--- config.mk ---
export PLATFORM = sky130hd
export DESIGN_NAME = zorro2_autoconfig_multi
export DESIGN_NICKNAME = d
export VERILOG_FILES = /design/src/rtl/zorro2_autoconfig_multi.sv
export SDC_FILE = /design/constraint.sdc
export NUM_CORES = 1
export LEC_CHECK = 0
export CAP_MARGIN = 20
export CORE_ASPECT_RATIO = 0.9
export CORE_MARGIN = 4
export CORE_UTILIZATION = 34
export DETAILED_ROUTE_END_ITERATION = 6
export GPL_TIMING_DRIVEN = 0
export PLACE_DENSITY_LB_ADDON = 0.05
export SLEW_MARGIN = 20
export SYNTH_ARGS = -nofsm -noshare
export SYNTH_HDL_FRONTEND = slang
export SYNTH_SLANG_ARGS = --single-unit
--- constraint.sdc ---
create_clock -name mclk -period 3.4 [get_ports mclk]
set_input_delay 0.68 -clock mclk [delete_from_list [all_inputs] [get_ports mclk]]
set_output_delay 0.68 -clock mclk [all_outputs]
set_load 0.005 [all_outputs]
--- src/rtl/zorro2_autoconfig_multi.sv ---
`default_nettype none
// ============================================================================
// zorro2_autoconfig_multi -- Zorro II autoconfig responder that presents
// NUM_BOARDS logical boards one after another on the config chain.
// Revision: 1.0
// ============================================================================
module zorro2_autoconfig_multi #(
  parameter int                      NUM_BOARDS = 2,
  parameter logic [8*NUM_BOARDS-1:0] ER_TYPE    = {8'hC1, 8'hC6},
  parameter logic [8*NUM_BOARDS-1:0] PRODUCT    = {8'h02, 8'h01},
  parameter logic [15:0]             MANUF      = 16'h0815,
  parameter logic [31:0]             SERIAL     = 32'h0
) (
  input  logic                    mclk,
  input  logic                    reset,
  input  logic [23:1]             a,
  input  logic                    as_n,
  input  logic                    uds_n,
  input  logic                    lds_n,
  input  logic                    rw,
  input  logic [15:0]             d_in,
  input  logic                    cfgin_n,
  output logic [15:0]             d_out,
  output logic                    d_oe,
  output logic                    slave_n,
  output logic                    cfgout_n,
  output logic [8*NUM_BOARDS-1:0] base_addr,
  output logic [NUM_BOARDS-1:0]   configured,
  output logic [NUM_BOARDS-1:0]   shut_up
);

  typedef enum logic [2:0] {
    S_IDLE      = 3'd0,
    S_DECODE    = 3'd1,
    S_CFG_READ  = 3'd2,
    S_CFG_WRITE = 3'd3,
    S_WAIT_END  = 3'd4
  } state_t;

  state_t                  state_q, state_d;
  logic [3:0]              sync1_q, sync1_d, sync2_q, sync2_d;
  logic [2:0]              cur_board_q, cur_board_d;
  logic [15:0]             d_out_q, d_out_d;
  logic                    d_oe_q, d_oe_d;
  logic                    slave_n_q, slave_n_d;
  logic                    cfgout_n_q, cfgout_n_d;
  logic [8*NUM_BOARDS-1:0] base_addr_q, base_addr_d;
  logic [NUM_BOARDS-1:0]   configured_q, configured_d;
  logic [NUM_BOARDS-1:0]   shut_up_q, shut_up_d;
  logic [NUM_BOARDS-1:0]   hit;

  logic       as_s, uds_s, lds_s, rw_s, cfg_space;
  logic [6:0] word;
  logic [7:0] cur_er, cur_prod;
  logic [3:0] rd_nib;
  logic       unused_bits;

  // Synchroniser bundle order is {as, uds, lds, rw}
  assign {as_s, uds_s, lds_s, rw_s} = sync2_q;
  assign word        = a[7:1];
  assign cfg_space   = (a[23:16] == 8'hE8) && !cfgin_n && cfgout_n_q;
  assign unused_bits = ^{a[15:8], d_in[7:0]};

  function automatic logic [7:0] size_mask(input logic [2:0] sz);
    case (sz)
      3'b000:  size_mask = 8'h80;
      3'b001:  size_mask = 8'hFF;
      3'b010:  size_mask = 8'hFE;
      3'b011:  size_mask = 8'hFC;
      3'b100:  size_mask = 8'hF8;
      3'b101:  size_mask = 8'hF0;
      3'b110:  size_mask = 8'hE0;
      default: size_mask = 8'hC0;
    endcase
  endfunction

  // Only one slave_n exists, so overlapping boards collapse onto the lowest hit
  for (genvar i = 0; i < NUM_BOARDS; i++) begin : g_board
    localparam logic [7:0] MASK = size_mask(ER_TYPE[8*i+2 -: 3]);
    assign hit[i] = configured_q[i] &&
                    (((a[23:16] ^ base_addr_q[8*i +: 8]) & MASK) == 8'h00);
  end

  always_comb begin
    cur_er   = 8'h00;
    cur_prod = 8'h00;
    for (int i = 0; i < NUM_BOARDS; i++) begin
      if (cur_board_q == 3'(i)) begin
        cur_er   = ER_TYPE[8*i +: 8];
        cur_prod = PRODUCT[8*i +: 8];
      end
    end
  end

  always_comb begin
    rd_nib = 4'hF;
    case (word)
      7'd0:        rd_nib = cur_er[7:4];
      7'd1:        rd_nib = cur_er[3:0];
      7'd2:        rd_nib = ~cur_prod[7:4];
      7'd3:        rd_nib = ~cur_prod[3:0];
      7'd32, 7'd33: rd_nib = 4'h0;
      default:     ;
    endcase
    for (int k = 0; k < 4; k++)
      if (word == 7'(8 + k)) rd_nib = ~MANUF[4*(3-k) +: 4];
    for (int k = 0; k < 8; k++)
      if (word == 7'(12 + k)) rd_nib = ~SERIAL[4*(7-k) +: 4];
  end

  always_comb begin
    sync1_d      = {as_n, uds_n, lds_n, rw};
    sync2_d      = sync1_q;
    state_d      = state_q;
    cur_board_d  = cur_board_q;
    d_out_d      = d_out_q;
    d_oe_d       = d_oe_q;
    cfgout_n_d   = cfgout_n_q;
    base_addr_d  = base_addr_q;
    configured_d = configured_q;
    shut_up_d    = shut_up_q;
    slave_n_d    = !((|hit) && !as_s);

    case (state_q)
      S_IDLE: begin
        if (!as_s && (!uds_s || !lds_s)) state_d = S_DECODE;
      end
      S_DECODE: begin
        if (as_s) begin
          state_d = S_IDLE;
        end else if (cfg_space && rw_s) begin
          state_d = S_CFG_READ;
          d_oe_d  = 1'b1;
          d_out_d = {rd_nib, 12'hFFF};
        end else if (cfg_space) begin
          state_d = S_CFG_WRITE;
        end else begin
          state_d = S_WAIT_END;
        end
      end
      S_CFG_WRITE: begin
        // AS released before the write landed: drop the cycle untouched
        if (as_s) begin
          state_d = S_IDLE;
        end else begin
          state_d = S_WAIT_END;
          if (cfg_space && (word == 7'h24 || word == 7'h26)) begin
            for (int i = 0; i < NUM_BOARDS; i++) begin
              if (cur_board_q == 3'(i)) begin
                if (word == 7'h24) begin
                  base_addr_d[8*i +: 8] = d_in[15:8];
                  configured_d[i]       = 1'b1;
                end else begin
                  shut_up_d[i] = 1'b1;
                end
              end
            end
            cur_board_d = cur_board_q + 3'd1;
            if (cur_board_q == 3'(NUM_BOARDS - 1)) cfgout_n_d = 1'b0;
          end
        end
      end
      S_CFG_READ, S_WAIT_END: begin
        if (as_s) begin
          state_d = S_IDLE;
          d_oe_d  = 1'b0;
          d_out_d = 16'hFFFF;
        end else begin
          state_d = S_WAIT_END;
        end
      end
      default: state_d = S_IDLE;
    endcase
  end

  always_ff @(posedge mclk) begin
    if (reset) begin
      state_q      <= S_IDLE;
      sync1_q      <= 4'hF;
      sync2_q      <= 4'hF;
      cur_board_q  <= 3'd0;
      d_out_q      <= 16'hFFFF;
      d_oe_q       <= 1'b0;
      slave_n_q    <= 1'b1;
      cfgout_n_q   <= 1'b1;
      base_addr_q  <= '0;
      configured_q <= '0;
      shut_up_q    <= '0;
    end else begin
      state_q      <= state_d;
      sync1_q      <= sync1_d;
      sync2_q      <= sync2_d;
      cur_board_q  <= cur_board_d;
      d_out_q      <= d_out_d;
      d_oe_q       <= d_oe_d;
      slave_n_q    <= slave_n_d;
      cfgout_n_q   <= cfgout_n_d;
      base_addr_q  <= base_addr_d;
      configured_q <= configured_d;
      shut_up_q    <= shut_up_d;
    end
  end

  assign d_out      = d_out_q;
  assign d_oe       = d_oe_q;
  assign slave_n    = slave_n_q;
  assign cfgout_n   = cfgout_n_q;
  assign base_addr  = base_addr_q;
  assign configured = configured_q;
  assign shut_up    = shut_up_q;

endmodule
`default_nettype wire

# Word level (Yosys, flattened, before mapping)
# Cells that the tools add are included.
dict set report classes {
  eq_ne 29
  n_addsub 1
  muxes 31
  bitwise_logic 6
  n_reduce_logical 32
}
# operator count
set ops {}
lappend ops {{7-bit by 4-bit == test with 1-bit output, second input constant} 8}
lappend ops {{16-bit two-way mux} 3}
lappend ops {{4-bit two-way mux} 12}
lappend ops {{16-bit one-hot mux with 2 select lines} 1}
lappend ops {{7-bit by 5-bit == test with 1-bit output, second input constant} 4}
lappend ops {{7-bit by 6-bit == test with 1-bit output, second input constant} 4}
lappend ops {{4-bit one-hot mux with 5 select lines} 1}
lappend ops {{5-bit AND reduction} 4}
lappend ops {{8-bit logical NOT} 2}
lappend ops {{8-bit two-way mux} 2}
lappend ops {{8-bit XOR} 2}
lappend ops {{3-bit two-way mux} 5}
lappend ops {{7-bit by 2-bit == test with 1-bit output, second input constant} 2}
lappend ops {{3-bit one-hot mux with 3 select lines} 1}
lappend ops {{8-bit == test, second input constant} 1}
lappend ops {{1-bit logical AND} 8}
lappend ops {{2-bit inequality test, second input constant} 4}
lappend ops {{4-bit AND reduction} 2}
lappend ops {{7-bit by 1-bit == test with 1-bit output, second input constant} 1}
lappend ops {{7-bit logical NOT} 1}
lappend ops {{3-bit by 1-bit == test with 1-bit output, second input constant} 2}
lappend ops {{3-bit by 2-bit == test with 1-bit output, second input constant} 2}
lappend ops {{3-bit logical NOT} 2}
lappend ops {{2-bit OR reduction} 3}
lappend ops {{13 further kinds} 22}
dict set report word_totals {
  register_bits 53
  elab_cells 113
  output_inout_bits 39
  inputBits 46
}

# Logic depth before layout (Yosys ltp)
dict set report logic_depth {
  depth_word 20
  depth_mapped 7
  mapped_depth_nobuf 6
}

# Least setup slack after synthesis
# OpenSTA, ideal clock, no wires.
dict set report synth_timing {
  path_type {input port to flip-flop}
  startpoint {in a[2] in the netlist's numbering}
  endpoint {reg base_addr_q[10] (netlist: base_addr[10])}
  required_time_ns 3.268
  setup_time_ns 0.132
  path_stages 6
  t_arrival_ns 2.240
  slack_ns 1.028
  path_cell_list {clkbuf_1 -> or4b_2 -> or4_1 -> clkbuf_1 -> o21ai_0 -> a21oi_1}
}
dict set report synth_between {
  elab_chain_cells 4
  word_cells_on_any_way 5
}
# element line
set synth_rtl {}
lappend synth_rtl {{start: declaration} 16} ;# input logic [23:1] a,
lappend synth_rtl {{7-bit by 6-bit == test with 1-bit output (on tied branches)} {147, 150}}
lappend synth_rtl {{1-bit logical OR} 147} ;# if (cfg_space && (word == 7'h24 || word == 7'h26)) begin
lappend synth_rtl {{1-bit logical AND} 147}
lappend synth_rtl {{5-bit AND reduction (no line) *} n/a}
lappend synth_rtl {{end signal: assignment} 198} ;# base_addr_q <= base_addr_d;
lappend synth_rtl {{end: declaration} 47} ;# logic [8*NUM_BOARDS-1:0] base_addr_q, base_addr_d;
# Every way passes the cells marked *; elsewhere a longest branch is shown, timed or not.
# A chain may end at the register's enable or synchronous reset.

# Final worst setup path
dict set report layout_timing {
  startpoint {in a[4] in the netlist's numbering}
  endpoint {reg base_addr_q[1] (netlist: base_addr[1])}
}
# Same word-level chain as after synthesis.

==> impl_metrics.json <==
{
  "post_cts_buffers": 0,
  "rsz0062_at_grt": "no",
  "slowest_delay_ns": 0.79,
  "critPathKind": "in -> reg",
  "grt_pass1_vias": 1817,
  "drcViolationCount": 0,
  "dp_hpwl_um": 4084,
  "wl_per_cell_um": 14.87,
  "slowest_stage": "nor4_2",
  "synth_area_sq_um": 1999,
  "fp.dieH_um": 80.75,
  "endpoint_kind": "register",
  "fin_crit_ns": 2.848,
  "coreArea_sq_um": 5693,
  "dieArea_sq_um": 7173,
  "worstPathRequired_ns": 3.63,
  "first_iter_violations": 57,
  "grt_max_degree": 16,
  "fp-row-count": 26,
  "p_per_area_nw_per_um2": 332.2,
  "ctsResizeCount": 0,
  "post-route-period-util_pct": 83.75,
  "dr_total_vias": 1875,
  "ir_drop_uv": 175.4,
  "setup_viol_count_final": 0,
  "areaGrowthSynthToFinish_pct": 38.17,
  "antennaDiodeCount": 0,
  "antenna_found_initial": 0,
  "h-tree-depth": 2,
  "hold_class": "reg -> reg",
  "io_buffers": 54,
  "timing.hold.ws_ns": 0.4167,
  "placed_area_sq_um": 2669,
  "arrival_ns": 3.08,
  "crit_fanout": 10,
  "via_per_inst": 5.040,
  "start_util_pct": 35.12,
  "clk_path_buf_depth": 2,
  "syn_avg_cell_area_sq_um": 8.731,
  "fillCellCount": 582,
  "tns_ns": 0,
  "report.final.slew_viol_count": 0,
  "hold_viol": 0,
  "min-delay-start": "sync1_q[1]",
  "syn_inst": 229,
  "cts_sinks": 41,
  "nNetsFinal": 350,
  "clock.fmax_ghz": 0.3512,
  "io_pins": 85,
  "final_antenna_net_count": 0,
  "r2r_start": "cur_board_q[1]",
  "seq_area_frac_synth_pct": 41.05,
  "clk_pin_slew_worst_paths_ns": 0.09,
  "startpoint": "a[4]",
  "fin_skew_ns": 0.005472,
  "cts_tree": "yes",
  "path_cells": "clkdlybuf4s50_1 > clkbuf_1 > or4b_2 > nor4_2 > nand3_1 > a21oi_1",
  "synth.distinct_cells": 39,
  "synth-seq-cells": 41,
  "cts_buffers": 5,
  "gr-total-overflow": 0,
  "die_x_um": 88.84,
  "hold_buffers": 0,
  "startpoint_type": "input port",
  "slew_headroom_pct": 31.26,
  "tightest_slew_ns": 1.023,
  "grt_first_pass_wirelength_um": 8790,
  "design_area_sq_um": 2763,
  "gp_congestion": 0.8116,
  "leakage_nw": 0.9495,
  "synth_warnings": 0,
  "postRouteWirelength_um": 5533,
  "first_pass_iters": 4,
  "layout-drive-gt1-share_pct": 12.91,
  "status": "complete, no violations",
  "clk_latency_ns": 0.30,
  "maxCapViolations": 0,
  "grt_usage_pct": 15.83,
  "cts-root-buf": "clkbuf_8"
}
logic make-up after synthesis:
logic type               share of synthesized area [%]
other                                           0.1876
AND/OR/NAND/NOR                                  25.34
adder cells (fa/ha/maj)                          1.878
buffers and inverters                            8.260
AO/OA/AOI/OAI                                    18.02
XOR/XNOR                                         5.257
flip-flops                                       41.05
critical path, delay by kind of cell:
family	cells	cell delay (ns)
buffers and inverters	2	0.61
AND/OR/NAND/NOR	3	1.62
AO/OA/AOI/OAI	1	0.17
state kept, by name (all words and copies together), names as in the netlist, 2 cells and up:
name / count
base_addr: 16
d_out: 4
sync1_q: 4
sync2_q: 4
cur_board_q: 3
state_q: 3
configured: 2
shut_up: 2
per-stage QoR:
stage	std cells	power (W)	setup WS, ns	utilization, %
after CTS	372	0.0009240	0.5729	48.53
final	372	0.0009177	0.5524	48.53
after floorplan	240	0.0005439	1.028	-
after detailed placement	364	0.0005903	0.2416	46.88
after global placement	364	0.0005905	0.2777	46.88
after global routing	372	0.0009536	0.3415	48.53
Yosys cell counts:
| master | count | area share [%] |
|---|---|---|
| inv_1 | 6 | 1.1 |
| or3_1 | 2 | 0.63 |
| o22ai_1 | 1 | 0.31 |
| a2bb2oi_1 | 4 | 1.8 |
| nor4_1 | 4 | 1.3 |
| dfxtp_1 | 41 | 41 |
| nor4bb_1 | 1 | 0.50 |
| o22a_1 | 1 | 0.44 |
| o31ai_1 | 2 | 0.75 |
| o211a_1 | 1 | 0.50 |
| ha_1 | 3 | 1.9 |
| xnor2_1 | 6 | 2.6 |
| conb_1 | 1 | 0.19 |
| or2_2 | 9 | 2.8 |
| nor3_1 | 5 | 1.3 |
| nand2b_1 | 6 | 1.9 |
| buf_4 | 12 | 4.5 |
| o41ai_1 | 1 | 0.44 |
| nand4bb_1 | 1 | 0.56 |
| nand4_1 | 1 | 0.31 |
| or4_1 | 7 | 2.6 |
| o21ai_0 | 23 | 5.8 |
| xor2_1 | 6 | 2.6 |
| a41oi_1 | 1 | 0.44 |
| and3b_1 | 1 | 0.44 |
| nor2_1 | 7 | 1.3 |
| a31oi_1 | 4 | 1.3 |
| and4_1 | 1 | 0.44 |
| nor4_2 | 2 | 1.3 |
| or4b_4 | 2 | 1.4 |
| clkbuf_1 | 14 | 2.6 |
| o21ba_2 | 1 | 0.50 |
| a21oi_1 | 22 | 5.5 |
| nand3_1 | 20 | 5.0 |
| nand2_1 | 2 | 0.38 |
| nand3b_1 | 2 | 0.75 |
| or3_4 | 1 | 0.56 |
| or4b_2 | 4 | 2.0 |
| a211oi_1 | 1 | 0.38 |
report_power, final:
part           total (W)  internal, W  leakage [nW]  switching, W
combinational  0.0000936    0.0000539         0.572     0.0000397
clock           0.000338     0.000148        0.0447      0.000190
sequential      0.000486     0.000484         0.332    0.00000189
cell usage in the layout, fill, tap and decap left out, types with 2 or more instances in the layout:
cell / count
a21oi_1: 22
a2bb2oi_1: 4
a31oi_1: 4
buf_4: 12
clkbuf_1: 14
clkbuf_8: 5
clkdlybuf4s50_1: 54
conb_1: 12
dfxtp_1: 41
ha_1: 3
inv_1: 6
nand2_1: 2
nand2b_1: 6
nand3_1: 20
nand3b_1: 2
nor2_1: 7
nor3_1: 5
nor4_1: 4
nor4_2: 2
o21ai_0: 23
o31ai_1: 2
or2_2: 9
or3_1: 2
or4_1: 7
or4b_2: 4
or4b_4: 2
xnor2_1: 6
xor2_1: 6
final timing paths:
kind                       end  slack (ns)  depth (start not counted)
hold / removal      sync2_q[1]        0.42                          1
setup / recovery  base_addr[1]        0.55                          6
hold reg to reg     sync2_q[1]        0.42                          1
setup reg to reg  base_addr[1]        0.94                          6
area by class of cell:
cell class | count | area (sq um) | area share [%]
Inverter | 6 | 22.52 | 0.8152
Multi-Input combinational cell | 167 | 1055 | 38.18
Buffer | 26 | 142.6 | 5.163
Clock buffer | 5 | 68.82 | 2.491
Tap cell | 70 | 87.58 | 3.170
Clock inverter | 3 | 25.02 | 0.9058
Sequential cell | 41 | 820.8 | 29.71
Timing Repair Buffer | 54 | 540.5 | 19.57
per-layer routing:
layer | global-route usage, % | routed length (um) | vias to the layer above
met5 | 0 | 0 | -
met4 | 4.532 | 47 | 0
met3 | 3.955 | 342 | 5
met2 | 24.26 | 2449 | 52
met1 | 21.96 | 2694 | 869
li1 | - | - | 949
Power figures use the tool's default switching activity.
